### src/rtl/alu_arbiter_if.sv
// Bundle tying two requesters, the shared ALU and the response consumer to alu_arbiter.
// The arbiter uses the slave modport; the requester/ALU environment uses master.
interface alu_arbiter_if #(
    parameter int WIDTH = 32
);
    logic             req0_valid;
    logic             req1_valid;
    logic             req0_ready;
    logic             req1_ready;
    logic [1:0]       req0_aluop;
    logic [1:0]       req1_aluop;
    logic             req0_funct7;
    logic             req1_funct7;
    logic [2:0]       req0_funct3;
    logic [2:0]       req1_funct3;
    logic [WIDTH-1:0] req0_a;
    logic [WIDTH-1:0] req0_b;
    logic [WIDTH-1:0] req1_a;
    logic [WIDTH-1:0] req1_b;

    logic [3:0]       alu_operation;
    logic [WIDTH-1:0] alu_a;
    logic [WIDTH-1:0] alu_b;
    logic [WIDTH-1:0] alu_result;
    logic             alu_zero;

    logic             rsp_valid;
    logic             rsp_ready;
    logic             rsp_id;
    logic [WIDTH-1:0] rsp_result;
    logic             rsp_zero;
    logic             rsp_illegal;

    modport slave (
        input  req0_valid, req1_valid, req0_aluop, req1_aluop,
               req0_funct7, req1_funct7, req0_funct3, req1_funct3,
               req0_a, req0_b, req1_a, req1_b,
               alu_result, alu_zero, rsp_ready,
        output req0_ready, req1_ready, alu_operation, alu_a, alu_b,
               rsp_valid, rsp_id, rsp_result, rsp_zero, rsp_illegal
    );

    modport master (
        output req0_valid, req1_valid, req0_aluop, req1_aluop,
               req0_funct7, req1_funct7, req0_funct3, req1_funct3,
               req0_a, req0_b, req1_a, req1_b,
               alu_result, alu_zero, rsp_ready,
        input  req0_ready, req1_ready, alu_operation, alu_a, alu_b,
               rsp_valid, rsp_id, rsp_result, rsp_zero, rsp_illegal
    );
endinterface

### src/rtl/alu_arbiter.sv
// Two-requester front end for a shared ALU: arbitrate, decode, execute, hold response.
// Define ALU_ARB_RR_EN for round-robin arbitration; default is fixed priority to requester 0.
module alu_arbiter #(
    parameter int WIDTH = 32
) (
    input  logic          clk,
    input  logic          rst_n,
    alu_arbiter_if.slave  bus
);
    typedef enum logic [1:0] {IDLE, EXEC, RESP} state_t;

    state_t           state_q;
    logic [3:0]       op_q;
    logic [WIDTH-1:0] a_q;
    logic [WIDTH-1:0] b_q;
    logic             rsp_valid_q;
    logic             rsp_id_q;
    logic [WIDTH-1:0] rsp_result_q;
    logic             rsp_zero_q;
    logic             rsp_illegal_q;

    logic             grant1;
    logic             accept;
    logic [1:0]       sel_aluop;
    logic             sel_funct7;
    logic [2:0]       sel_funct3;
    logic [WIDTH-1:0] sel_a;
    logic [WIDTH-1:0] sel_b;
    logic [3:0]       op_d;
    logic             illegal_d;

`ifdef ALU_ARB_RR_EN
    logic             ptr_q;

    // ptr_q remembers the last granted requester; on contention the other one wins.
    always_comb grant1 = bus.req1_valid && (!bus.req0_valid || !ptr_q);
`else
    always_comb grant1 = bus.req1_valid && !bus.req0_valid;
`endif

    assign accept         = rst_n && (state_q == IDLE) && (bus.req0_valid || bus.req1_valid);
    assign bus.req0_ready = accept && !grant1;
    assign bus.req1_ready = accept && grant1;

    assign sel_aluop  = grant1 ? bus.req1_aluop  : bus.req0_aluop;
    assign sel_funct7 = grant1 ? bus.req1_funct7 : bus.req0_funct7;
    assign sel_funct3 = grant1 ? bus.req1_funct3 : bus.req0_funct3;
    assign sel_a      = grant1 ? bus.req1_a      : bus.req0_a;
    assign sel_b      = grant1 ? bus.req1_b      : bus.req0_b;

    // Unmapped encodings fall back to add and are flagged illegal.
    always_comb begin
        op_d      = 4'b0010;
        illegal_d = 1'b0;
        case (sel_aluop)
            2'b00: op_d = 4'b0010;
            2'b01: op_d = 4'b0110;
            2'b10: begin
                case ({sel_funct7, sel_funct3})
                    4'b0000: op_d = 4'b0010;
                    4'b1000: op_d = 4'b0110;
                    4'b0111: op_d = 4'b0000;
                    4'b0110: op_d = 4'b0001;
                    default: illegal_d = 1'b1;
                endcase
            end
            default: illegal_d = 1'b1;
        endcase
    end

    always_ff @(posedge clk) begin
        if (!rst_n) begin
            state_q       <= IDLE;
            op_q          <= 4'b0000;
            a_q           <= '0;
            b_q           <= '0;
            rsp_valid_q   <= 1'b0;
            rsp_id_q      <= 1'b0;
            rsp_result_q  <= '0;
            rsp_zero_q    <= 1'b0;
            rsp_illegal_q <= 1'b0;
`ifdef ALU_ARB_RR_EN
            ptr_q         <= 1'b1;
`endif
        end else begin
            case (state_q)
                IDLE: begin
                    if (accept) begin
                        op_q          <= op_d;
                        a_q           <= sel_a;
                        b_q           <= sel_b;
                        rsp_id_q      <= grant1;
                        rsp_illegal_q <= illegal_d;
`ifdef ALU_ARB_RR_EN
                        ptr_q         <= grant1;
`endif
                        state_q       <= EXEC;
                    end
                end
                EXEC: begin
                    rsp_result_q <= bus.alu_result;
                    rsp_zero_q   <= bus.alu_zero;
                    rsp_valid_q  <= 1'b1;
                    state_q      <= RESP;
                end
                RESP: begin
                    if (bus.rsp_ready) begin
                        rsp_valid_q <= 1'b0;
                        state_q     <= IDLE;
                    end
                end
                default: state_q <= IDLE;
            endcase
        end
    end

    assign bus.alu_operation = op_q;
    assign bus.alu_a         = a_q;
    assign bus.alu_b         = b_q;
    assign bus.rsp_valid     = rsp_valid_q;
    assign bus.rsp_id        = rsp_id_q;
    assign bus.rsp_result    = rsp_result_q;
    assign bus.rsp_zero      = rsp_zero_q;
    assign bus.rsp_illegal   = rsp_illegal_q;
endmodule

### src/flat_wrapper.sv
// flat-port wrapper written by rule: the top's interface ports become plain ports
module alu_arbiter_flat 
#(
    parameter int WIDTH = 32
)
  (clk, rst_n, bus_req0_valid, bus_req1_valid, bus_req0_aluop, bus_req1_aluop, bus_req0_funct7, bus_req1_funct7, bus_req0_funct3, bus_req1_funct3, bus_req0_a, bus_req0_b, bus_req1_a, bus_req1_b, bus_alu_result, bus_alu_zero, bus_rsp_ready, bus_req0_ready, bus_req1_ready, bus_alu_operation, bus_alu_a, bus_alu_b, bus_rsp_valid, bus_rsp_id, bus_rsp_result, bus_rsp_zero, bus_rsp_illegal);
  alu_arbiter_if #(.WIDTH(WIDTH)) bus_i ();
  input  logic clk;
  input  logic rst_n;
  input wire logic [$bits(bus_i.req0_valid)-1:0] bus_req0_valid;
  input wire logic [$bits(bus_i.req1_valid)-1:0] bus_req1_valid;
  input wire logic [$bits(bus_i.req0_aluop)-1:0] bus_req0_aluop;
  input wire logic [$bits(bus_i.req1_aluop)-1:0] bus_req1_aluop;
  input wire logic [$bits(bus_i.req0_funct7)-1:0] bus_req0_funct7;
  input wire logic [$bits(bus_i.req1_funct7)-1:0] bus_req1_funct7;
  input wire logic [$bits(bus_i.req0_funct3)-1:0] bus_req0_funct3;
  input wire logic [$bits(bus_i.req1_funct3)-1:0] bus_req1_funct3;
  input wire logic [$bits(bus_i.req0_a)-1:0] bus_req0_a;
  input wire logic [$bits(bus_i.req0_b)-1:0] bus_req0_b;
  input wire logic [$bits(bus_i.req1_a)-1:0] bus_req1_a;
  input wire logic [$bits(bus_i.req1_b)-1:0] bus_req1_b;
  input wire logic [$bits(bus_i.alu_result)-1:0] bus_alu_result;
  input wire logic [$bits(bus_i.alu_zero)-1:0] bus_alu_zero;
  input wire logic [$bits(bus_i.rsp_ready)-1:0] bus_rsp_ready;
  output wire logic [$bits(bus_i.req0_ready)-1:0] bus_req0_ready;
  output wire logic [$bits(bus_i.req1_ready)-1:0] bus_req1_ready;
  output wire logic [$bits(bus_i.alu_operation)-1:0] bus_alu_operation;
  output wire logic [$bits(bus_i.alu_a)-1:0] bus_alu_a;
  output wire logic [$bits(bus_i.alu_b)-1:0] bus_alu_b;
  output wire logic [$bits(bus_i.rsp_valid)-1:0] bus_rsp_valid;
  output wire logic [$bits(bus_i.rsp_id)-1:0] bus_rsp_id;
  output wire logic [$bits(bus_i.rsp_result)-1:0] bus_rsp_result;
  output wire logic [$bits(bus_i.rsp_zero)-1:0] bus_rsp_zero;
  output wire logic [$bits(bus_i.rsp_illegal)-1:0] bus_rsp_illegal;
  assign bus_i.req0_valid = bus_req0_valid;
  assign bus_i.req1_valid = bus_req1_valid;
  assign bus_i.req0_aluop = bus_req0_aluop;
  assign bus_i.req1_aluop = bus_req1_aluop;
  assign bus_i.req0_funct7 = bus_req0_funct7;
  assign bus_i.req1_funct7 = bus_req1_funct7;
  assign bus_i.req0_funct3 = bus_req0_funct3;
  assign bus_i.req1_funct3 = bus_req1_funct3;
  assign bus_i.req0_a = bus_req0_a;
  assign bus_i.req0_b = bus_req0_b;
  assign bus_i.req1_a = bus_req1_a;
  assign bus_i.req1_b = bus_req1_b;
  assign bus_i.alu_result = bus_alu_result;
  assign bus_i.alu_zero = bus_alu_zero;
  assign bus_i.rsp_ready = bus_rsp_ready;
  assign bus_req0_ready = bus_i.req0_ready;
  assign bus_req1_ready = bus_i.req1_ready;
  assign bus_alu_operation = bus_i.alu_operation;
  assign bus_alu_a = bus_i.alu_a;
  assign bus_alu_b = bus_i.alu_b;
  assign bus_rsp_valid = bus_i.rsp_valid;
  assign bus_rsp_id = bus_i.rsp_id;
  assign bus_rsp_result = bus_i.rsp_result;
  assign bus_rsp_zero = bus_i.rsp_zero;
  assign bus_rsp_illegal = bus_i.rsp_illegal;
  alu_arbiter #(.WIDTH(WIDTH)) u_core (.clk(clk), .rst_n(rst_n), .bus(bus_i));
endmodule
### config.mk
export PLATFORM = sky130hd
export DESIGN_NAME = alu_arbiter_flat
export DESIGN_NICKNAME = d
export VERILOG_FILES = /design/src/rtl/alu_arbiter_if.sv /design/src/rtl/alu_arbiter.sv /design/src/flat_wrapper.sv
export SDC_FILE = /design/constraint.sdc
export NUM_CORES = 1
export LEC_CHECK = 0
export ABC_AREA = 0
export CORE_AREA = 2 2 109 111
export DETAILED_ROUTE_END_ITERATION = 12
export DIE_AREA = 0 0 111 113
export GPL_ROUTABILITY_DRIVEN = 0
export HOLD_SLACK_MARGIN = 0.05
export MAX_ROUTING_LAYER = met4
export PLACE_DENSITY_LB_ADDON = 0.3
export SLEW_MARGIN = 25
export SYNTH_ARGS = -nofsm -noshare
export SYNTH_HDL_FRONTEND = slang
export SYNTH_SLANG_ARGS = --single-unit
### constraint.sdc
create_clock -name clk -period 6.2 [get_ports clk]
set_input_delay 0.62 -clock clk [delete_from_list [all_inputs] [get_ports clk]]
set_output_delay 0.62 -clock clk [all_outputs]
set_load 0.1 [all_outputs]
==> flow_metrics.py, run 1 <==
metrics = {
    "cts": {
        "cts.clk_slew.worst_paths_ns": 0.07,
        "cts-root-buf": "clkbuf_16",
        "cts-htree-levels": 3,
        "cts_buffer_depth": 2,
        "cts_resized": 0,
        "holdBufCountCts": 0,
        "tritoncts": "built",
        "tritoncts.num_buffers": 9,
        "number_of_post_cts_setup_repair_buffers": 0,
        "cts.sinks": 105,
        "worst_skew_pair.late_latency_ns": 0.35,
    },
    "floorplan": {
        "floorplan.core_area_sq_mm": 0.0113,
        "floorplan.initialDensity_pct": 39.5,
        "die_width_microns": 111,
        "floorplan.die.height_microns": 113,
        "pin_count": 284,
        "floorplan.die_area_sq_mm": 0.0125,
        "placement_rows": 39,
    },
    "routing": {
        "drt_first_iter_violations": 412,
        "firstDrtPassIters": 5,
        "postRouteWirelength_microns": 15100,
        "average_wire_per_standard_cell_microns": 15.7,
        "post-route-drc-count": 0,
        "route.vias.total": 4922,
        "final_antenna_net_count": 0,
        "via_per_inst": 5.12,
    },
    "layout": {
        "final_util_pct": 67.0,
        "layout_commonest_cell": "clkdlybuf4s50_1",
        "syn_to_final_growth_pct": 69.4,
        "layout.cells.most_common_list": "clkdlybuf4s50_1, nand2_1, dfxtp_1",
        "n_antenna_cell": 0,
        "finish.net_count": 993,
        "post_route_cells_drive_above_1_share_pct": 4.40,
    },
    "worst_setup_path": {
        "timing.critical_path.mode_cell": "clkdlybuf4s50_1",
        "worst_setup_path_startpoint": "rst_n",
        "timing.setup.critical_path_class": "in -> out",
        "path_depth_of_the_worst_reg2reg_path": 4,
        "critical_path.cell_chain": "clkdlybuf4s50_1, clkinv_2, or4_1, nor2_1, clkdlybuf4s50_1",
        "r2r_end": "u_core.bus.alu_a[24]$_SDFFE_PN0P_",
        "worst_path_largest_cell_delay_ns": 1.15,
        "worst_setup_path_start_kind": "input pin",
        "critical_path_peak_fanout": 8,
        "worst_path_max_delay_cell": "clkdlybuf4s50_1",
        "arrival_ns": 3.30,
        "timing.critical_path.required_ns": 5.58,
        "r2r_setup_slack_ns": 4.06,
        "r2r_start": "u_core.state_q[1]$_SDFFE_PN0P_",
        "critical_path.endpoint_type": "output port",
    },
    "sta": {
        "fin_setup_tns_ns": 0,
        "tightest_slew_ns": 1.04,
        "final_skew_ns": 0.00883,
        "fin_crit_ns": 3.92,
        "setup_viol": 0,
        "slew_viol_final": 0,
        "finalCritPeriodShare_pct": 63.3,
        "slew-limit-headroom_pct": 30.5,
        "max_freq_mhz": 255,
        "rsz0062_at_grt": "no",
        "finalHoldViolations": 0,
    },
    "global_routing": {
        "grt_pass1_wl_microns": 23800,
        "grt_start_max_net_pins": 136,
        "grt_use_total_pct": 24.1,
        "grt_antenna_before_repair": 0,
        "globalRouteOverflowTotal": 0,
        "first_global_vias": 4941,
    },
    "logic_synthesis": {
        "multiplexer_share_of_the_synthesized_area_pct": 0.225,
        "synth_area_per_cell_sq_um": 7.85,
        "ys_types": 32,
        "synth_adder_area_share_pct": 0.561,
        "yosys_warnings": 0,
        "synth-compound-area-share_pct": 19.7,
        "netlist_area_sq_mm": 0.00446,
        "synth-seq-area-share_pct": 47.2,
        "synth-seq-cells": 105,
        "post_synth_and_or_nand_nor_area_fraction_pct": 25.5,
        "synth_top_family_by_area": "simple AND/OR/NAND/NOR gates",
        "post_synthesis_cell_count": 568,
        "synth.net_count": 748,
        "xor_xnor_share_of_the_synthesized_area_pct": 0,
    },
    "hold_path": {
        "hold_end": "u_core.bus.rsp_result[31]$_SDFFE_PN0P_",
        "min-delay-start": "u_core.bus.rsp_result[31]$_SDFFE_PN0P_",
        "hold_depth": 2,
        "min_path_type": "reg -> reg",
    },
    "pwr": {
        "power.total_mw": 2.19,
        "cellPowerDensity_mw_per_mm2": 290,
        "irDropWorstVdd_mv": 0.141,
        "power_leakage_nw": 2.79,
    },
    "placed_design": {
        "port_buffers": 282,
        "place_hpwl_microns": 10700,
    },
    "run": {
        "max_cap_violations": 0,
    },
    "status": {
        "run_status": "finished, final reports clean",
    },
}
## layout make-up
cell class / instances / area, sq um
inverters: 7 / 40.0
well taps: 143 / 179
multi-input cells: 405 / 2070
flip-flops and latches: 105 / 2100
clock inverters: 7 / 87.6
fillers: 938 / 3720
repair buffers: 285 / 2850
clock buffers: 9 / 225
## how the worst max path moves through the flow
stage	endpoint	depth (start not counted)
after floorplan	bus_req0_ready	4
after global placement	bus_req0_ready	5
after detailed placement	bus_req0_ready	5
after CTS	bus_req0_ready	5
after global routing	bus_req0_ready	5
final	bus_req0_ready	5
## through the flow
step           area (sq um)  hold WS, ns  worst slack [ns]  std cells
2_1_floorplan          4460        0.449              3.04        568
3_3_place_gp           7230        0.441              2.29        945
3_5_place_dp           7230        0.450              2.28        945
4_1_cts                7550        0.460              2.27        961
5_1_grt                7550        0.476              2.20        961
6_report               7550        0.457              2.28        961
## logic make-up after synthesis
kind of cell | after synthesis
DFF | 105
AOI/OAI and AO/OA | 111
muxes | 1
adders and majority gates | 2
and+or+nand+nor | 290
other | 1
buffers and inverters | 58
## Yosys cell counts
master	number	area share, %
a21oi_1	38	4.3
a311oi_1	55	11
a311oi_2	10	3.4
a31oi_1	1	0.14
and3_1	2	0.28
and3b_1	1	0.20
buf_1	2	0.17
buf_2	8	0.90
buf_4	5	0.84
buf_6	6	1.5
clkbuf_1	30	2.5
clkinv_8	1	0.37
conb_1	1	0.084
dfxtp_1	105	47
ha_1	2	0.56
inv_1	5	0.42
inv_2	1	0.084
mux2i_1	1	0.22
nand2_1	203	17
nand2b_1	2	0.28
nand3_1	2	0.22
nand3b_1	1	0.17
nor2_1	68	5.7
nor2b_1	3	0.42
nor3_1	4	0.45
nor3b_1	1	0.17
nor4_1	1	0.14
o2111ai_1	1	0.20
o211ai_1	2	0.34
o21ai_0	3	0.34
o311ai_0	1	0.20
or4_1	2	0.34
## sequential cells by signal, indices dropped and copies added, names as in the netlist
signal	cells
u_core.state_q	2
u_core.bus.rsp_zero	1
u_core.bus.rsp_valid	1
u_core.bus.alu_b	32
u_core.bus.rsp_result	32
u_core.bus.rsp_id	1
u_core.bus.alu_a	32
u_core.bus.rsp_illegal	1
u_core.bus.alu_operation	3
## metal layers
metal	wire length, microns	global-route usage, %	vias up
met5	0	-	-
met4	381	10.2	0
met3	1100	6.00	28
met2	7470	41.3	224
met1	6110	26.9	2250
li1	-	-	2420
## power by group
group          switching [mW]  leakage, nW  total [mW]  internal, mW
Combinational           0.582         1.78       0.831         0.248
Clock                   0.274        0.148       0.596         0.323
Sequential             0.0304        0.863       0.763         0.732
Total                   0.887         2.79        2.19          1.30
## critical path: cells and delay by family
kind	cells	cell delay, ns
simple gates	2	0.86
buf+inv	3	1.82
No activity file was read; power rests on OpenSTA's default activity.
==> inputs of run 2 (changes only) <==
--- a/config.mk
+++ b/config.mk
@@ -6,9 +6,8 @@
 export NUM_CORES = 1
 export LEC_CHECK = 0
 export ABC_AREA = 0
-export CORE_AREA = 2 2 109 111
+export CORE_UTILIZATION = 33
 export DETAILED_ROUTE_END_ITERATION = 12
-export DIE_AREA = 0 0 111 113
 export GPL_ROUTABILITY_DRIVEN = 0
 export HOLD_SLACK_MARGIN = 0.05
 export MAX_ROUTING_LAYER = met4
==> constraint.sdc (replaced) <==
create_clock -name clk -period 3.2 [get_ports clk]
set_input_delay 0.32 -clock clk [delete_from_list [all_inputs] [get_ports clk]]
set_output_delay 0.32 -clock clk [all_outputs]
set_load 0.1 [all_outputs]
==> run 2 against run 1 <==
Effect of this change: cell count is 3.7% higher; die area up 11%; core utilization down 9.3 points; clock skew is essentially flat; clock power up 76%; register-to-register slack worse by 3.1 ns; sequential share of layout area down 0.19 points; highest routed layer unchanged; count of clock-buffer cells in the layout is 2 higher; power up 89%; critical path depth increased by 2; sequential power is 94% higher; critical path type unchanged.
==> flow_metrics.py, run 2 (synthesis gave the netlist of run 1 again) <==
metrics = {
    "cts": {
        "cts_resized": 0,
        "holdBufCountCts": 0,
        "cts.clk_slew.worst_paths_ns": 0.07,
        "number_of_post_cts_setup_repair_buffers": 0,
        "cts.sinks": 105,
        "worst_skew_pair.late_latency_ns": 0.35,
        "cts_buffer_depth": 2,
        "cts-root-buf": "clkbuf_16",
        "cts-htree-levels": 3,
        "tritoncts.num_buffers": 9,
        "tritoncts": "built",
    },
    "worst_setup_path": {
        "critical_path.endpoint_type": "output port",
        "worst_setup_path_start_kind": "input pin",
        "r2r_end": "u_core.bus.alu_a[6]$_SDFFE_PN0P_",
        "r2r_setup_slack_ns": 0.91,
        "path_depth_of_the_worst_reg2reg_path": 5,
        "timing.setup.critical_path_class": "in -> out",
        "r2r_start": "u_core.state_q[1]$_SDFFE_PN0P_",
        "arrival_ns": 2.43,
        "timing.critical_path.required_ns": 2.88,
        "critical_path_peak_fanout": 74,
    },
    "hold_path": {
        "min_path_type": "reg -> reg",
        "hold_end": "u_core.bus.rsp_result[17]$_SDFFE_PN0P_",
        "hold_depth": 2,
        "min-delay-start": "u_core.bus.rsp_result[17]$_SDFFE_PN0P_",
    },
    "routing": {
        "postRouteWirelength_microns": 15200,
        "average_wire_per_standard_cell_microns": 15.3,
        "drt_first_iter_violations": 303,
        "post-route-drc-count": 0,
        "route.vias.total": 4896,
        "firstDrtPassIters": 4,
        "final_antenna_net_count": 0,
        "via_per_inst": 4.91,
    },
    "global_routing": {
        "grt_antenna_before_repair": 0,
        "grt_pass1_wl_microns": 24000,
        "grt_use_total_pct": 22.4,
        "grt_start_max_net_pins": 103,
        "globalRouteOverflowTotal": 0,
        "first_global_vias": 4853,
    },
    "floorplan": {
        "placement_rows": 42,
        "floorplan.die_area_sq_mm": 0.0140,
        "pin_count": 284,
        "floorplan.core_area_sq_mm": 0.0132,
        "die_width_microns": 118,
        "floorplan.die.height_microns": 118,
        "floorplan.initialDensity_pct": 33.8,
    },
    "sta": {
        "rsz0062_at_grt": "no",
        "finalCritPeriodShare_pct": 85.9,
        "final_skew_ns": 0.00893,
        "setup_viol": 0,
        "slew-limit-headroom_pct": 31.1,
        "fin_setup_tns_ns": 0,
        "slew_viol_final": 0,
        "fin_crit_ns": 2.75,
        "finalHoldViolations": 0,
        "max_freq_mhz": 364,
        "tightest_slew_ns": 1.03,
    },
    "pwr": {
        "power.total_mw": 4.15,
        "irDropWorstVdd_mv": 0.290,
        "power_leakage_nw": 2.80,
        "cellPowerDensity_mw_per_mm2": 545,
    },
    "layout": {
        "n_antenna_cell": 0,
        "layout_commonest_cell": "clkdlybuf4s50_1",
        "multi_input_comb_area_sq_mm": 0.00207,
        "layout.cells.most_common_list": "clkdlybuf4s50_1, nand2_1, dfxtp_1",
        "register_area_sq_mm": 0.00210,
        "finish.net_count": 997,
        "filler_cell_count": 1192,
        "post_route_cells_drive_above_1_share_pct": 5.12,
        "syn_to_final_growth_pct": 70.6,
    },
    "placed_design": {
        "place_hpwl_microns": 11100,
        "port_buffers": 282,
    },
    "run": {
        "max_cap_violations": 0,
    },
    "status": {
        "run_status": "finished, final reports clean",
    },
}
## run 2: changes by cell type in the layout (fill, tap and decap cells not counted)
cell,change
buf_4,+5
buf_12,+2
clkbuf_8,+2
bufinv_16,-1
clkinv_2,+1
nor2b_4,-1
nor2b_2,+1
clkdlybuf4s50_1,-3
inv_8,-3
## run 2: how the worst max path moves through the flow
stage,start,endpoint,cells after the start
2_1_floorplan,u_core.state_q[1]$_SDFFE_PN0P_,bus_req0_ready,3
3_3_place_gp,rst_n,u_core.bus.alu_b[31]$_SDFFE_PN0P_,7
3_5_place_dp,rst_n,u_core.bus.alu_a[6]$_SDFFE_PN0P_,7
4_1_cts,rst_n,bus_req1_ready,7
5_1_grt,rst_n,bus_req1_ready,7
6_report,rst_n,bus_req1_ready,7
## run 2: critical path: stages
cell	delay (ns)
clkdlybuf4s50_1	0.58
clkinv_2	0.09
or4_1	0.69
clkinv_8	0.32
nand2_1	0.12
inv_1	0.11
buf_12	0.18
## run 2: power by group
group,leakage (nW),switching (mW),internal [mW]
sequential,0.863,0.0609,1.42
clock,0.134,0.480,0.566
combinational,1.81,1.13,0.486
total,2.80,1.67,2.47
## run 2: stage by stage
stage / cell area, sq um / utilization [%] / hold WS, ns / worst slack [ns] / std cells
after floorplan: 4460 / - / 0.449 / 0.620 / 568
after global placement: 7320 / 55.5 / 0.442 / 0.487 / 982
after global routing: 7600 / 57.6 / 0.472 / 0.339 / 997
final: 7600 / 57.6 / 0.455 / 0.451 / 997
after detailed placement: 7320 / 55.5 / 0.446 / 0.332 / 982
after CTS: 7600 / 57.6 / 0.456 / 0.461 / 997
## run 2: area by class of cell
type,instances,share of cell area (%)
Clock inverter,4,0.378
Multi-Input combinational cell,405,27.2
Timing Repair Buffer,289,38.1
Clock buffer,11,3.32
Inverter,7,0.527
Sequential cell,105,27.6
Tap cell,176,2.90
## run 2: routing by layer
metal | share of wire [%] | GRT usage [%] | vias up
li1 | - | - | 2423
met1 | 42 | 25.6 | 2238
met2 | 49 | 37.9 | 200
met3 | 5.8 | 4.30 | 35
met4 | 3.2 | 10.3 | 0
met5 | 0 | - | -
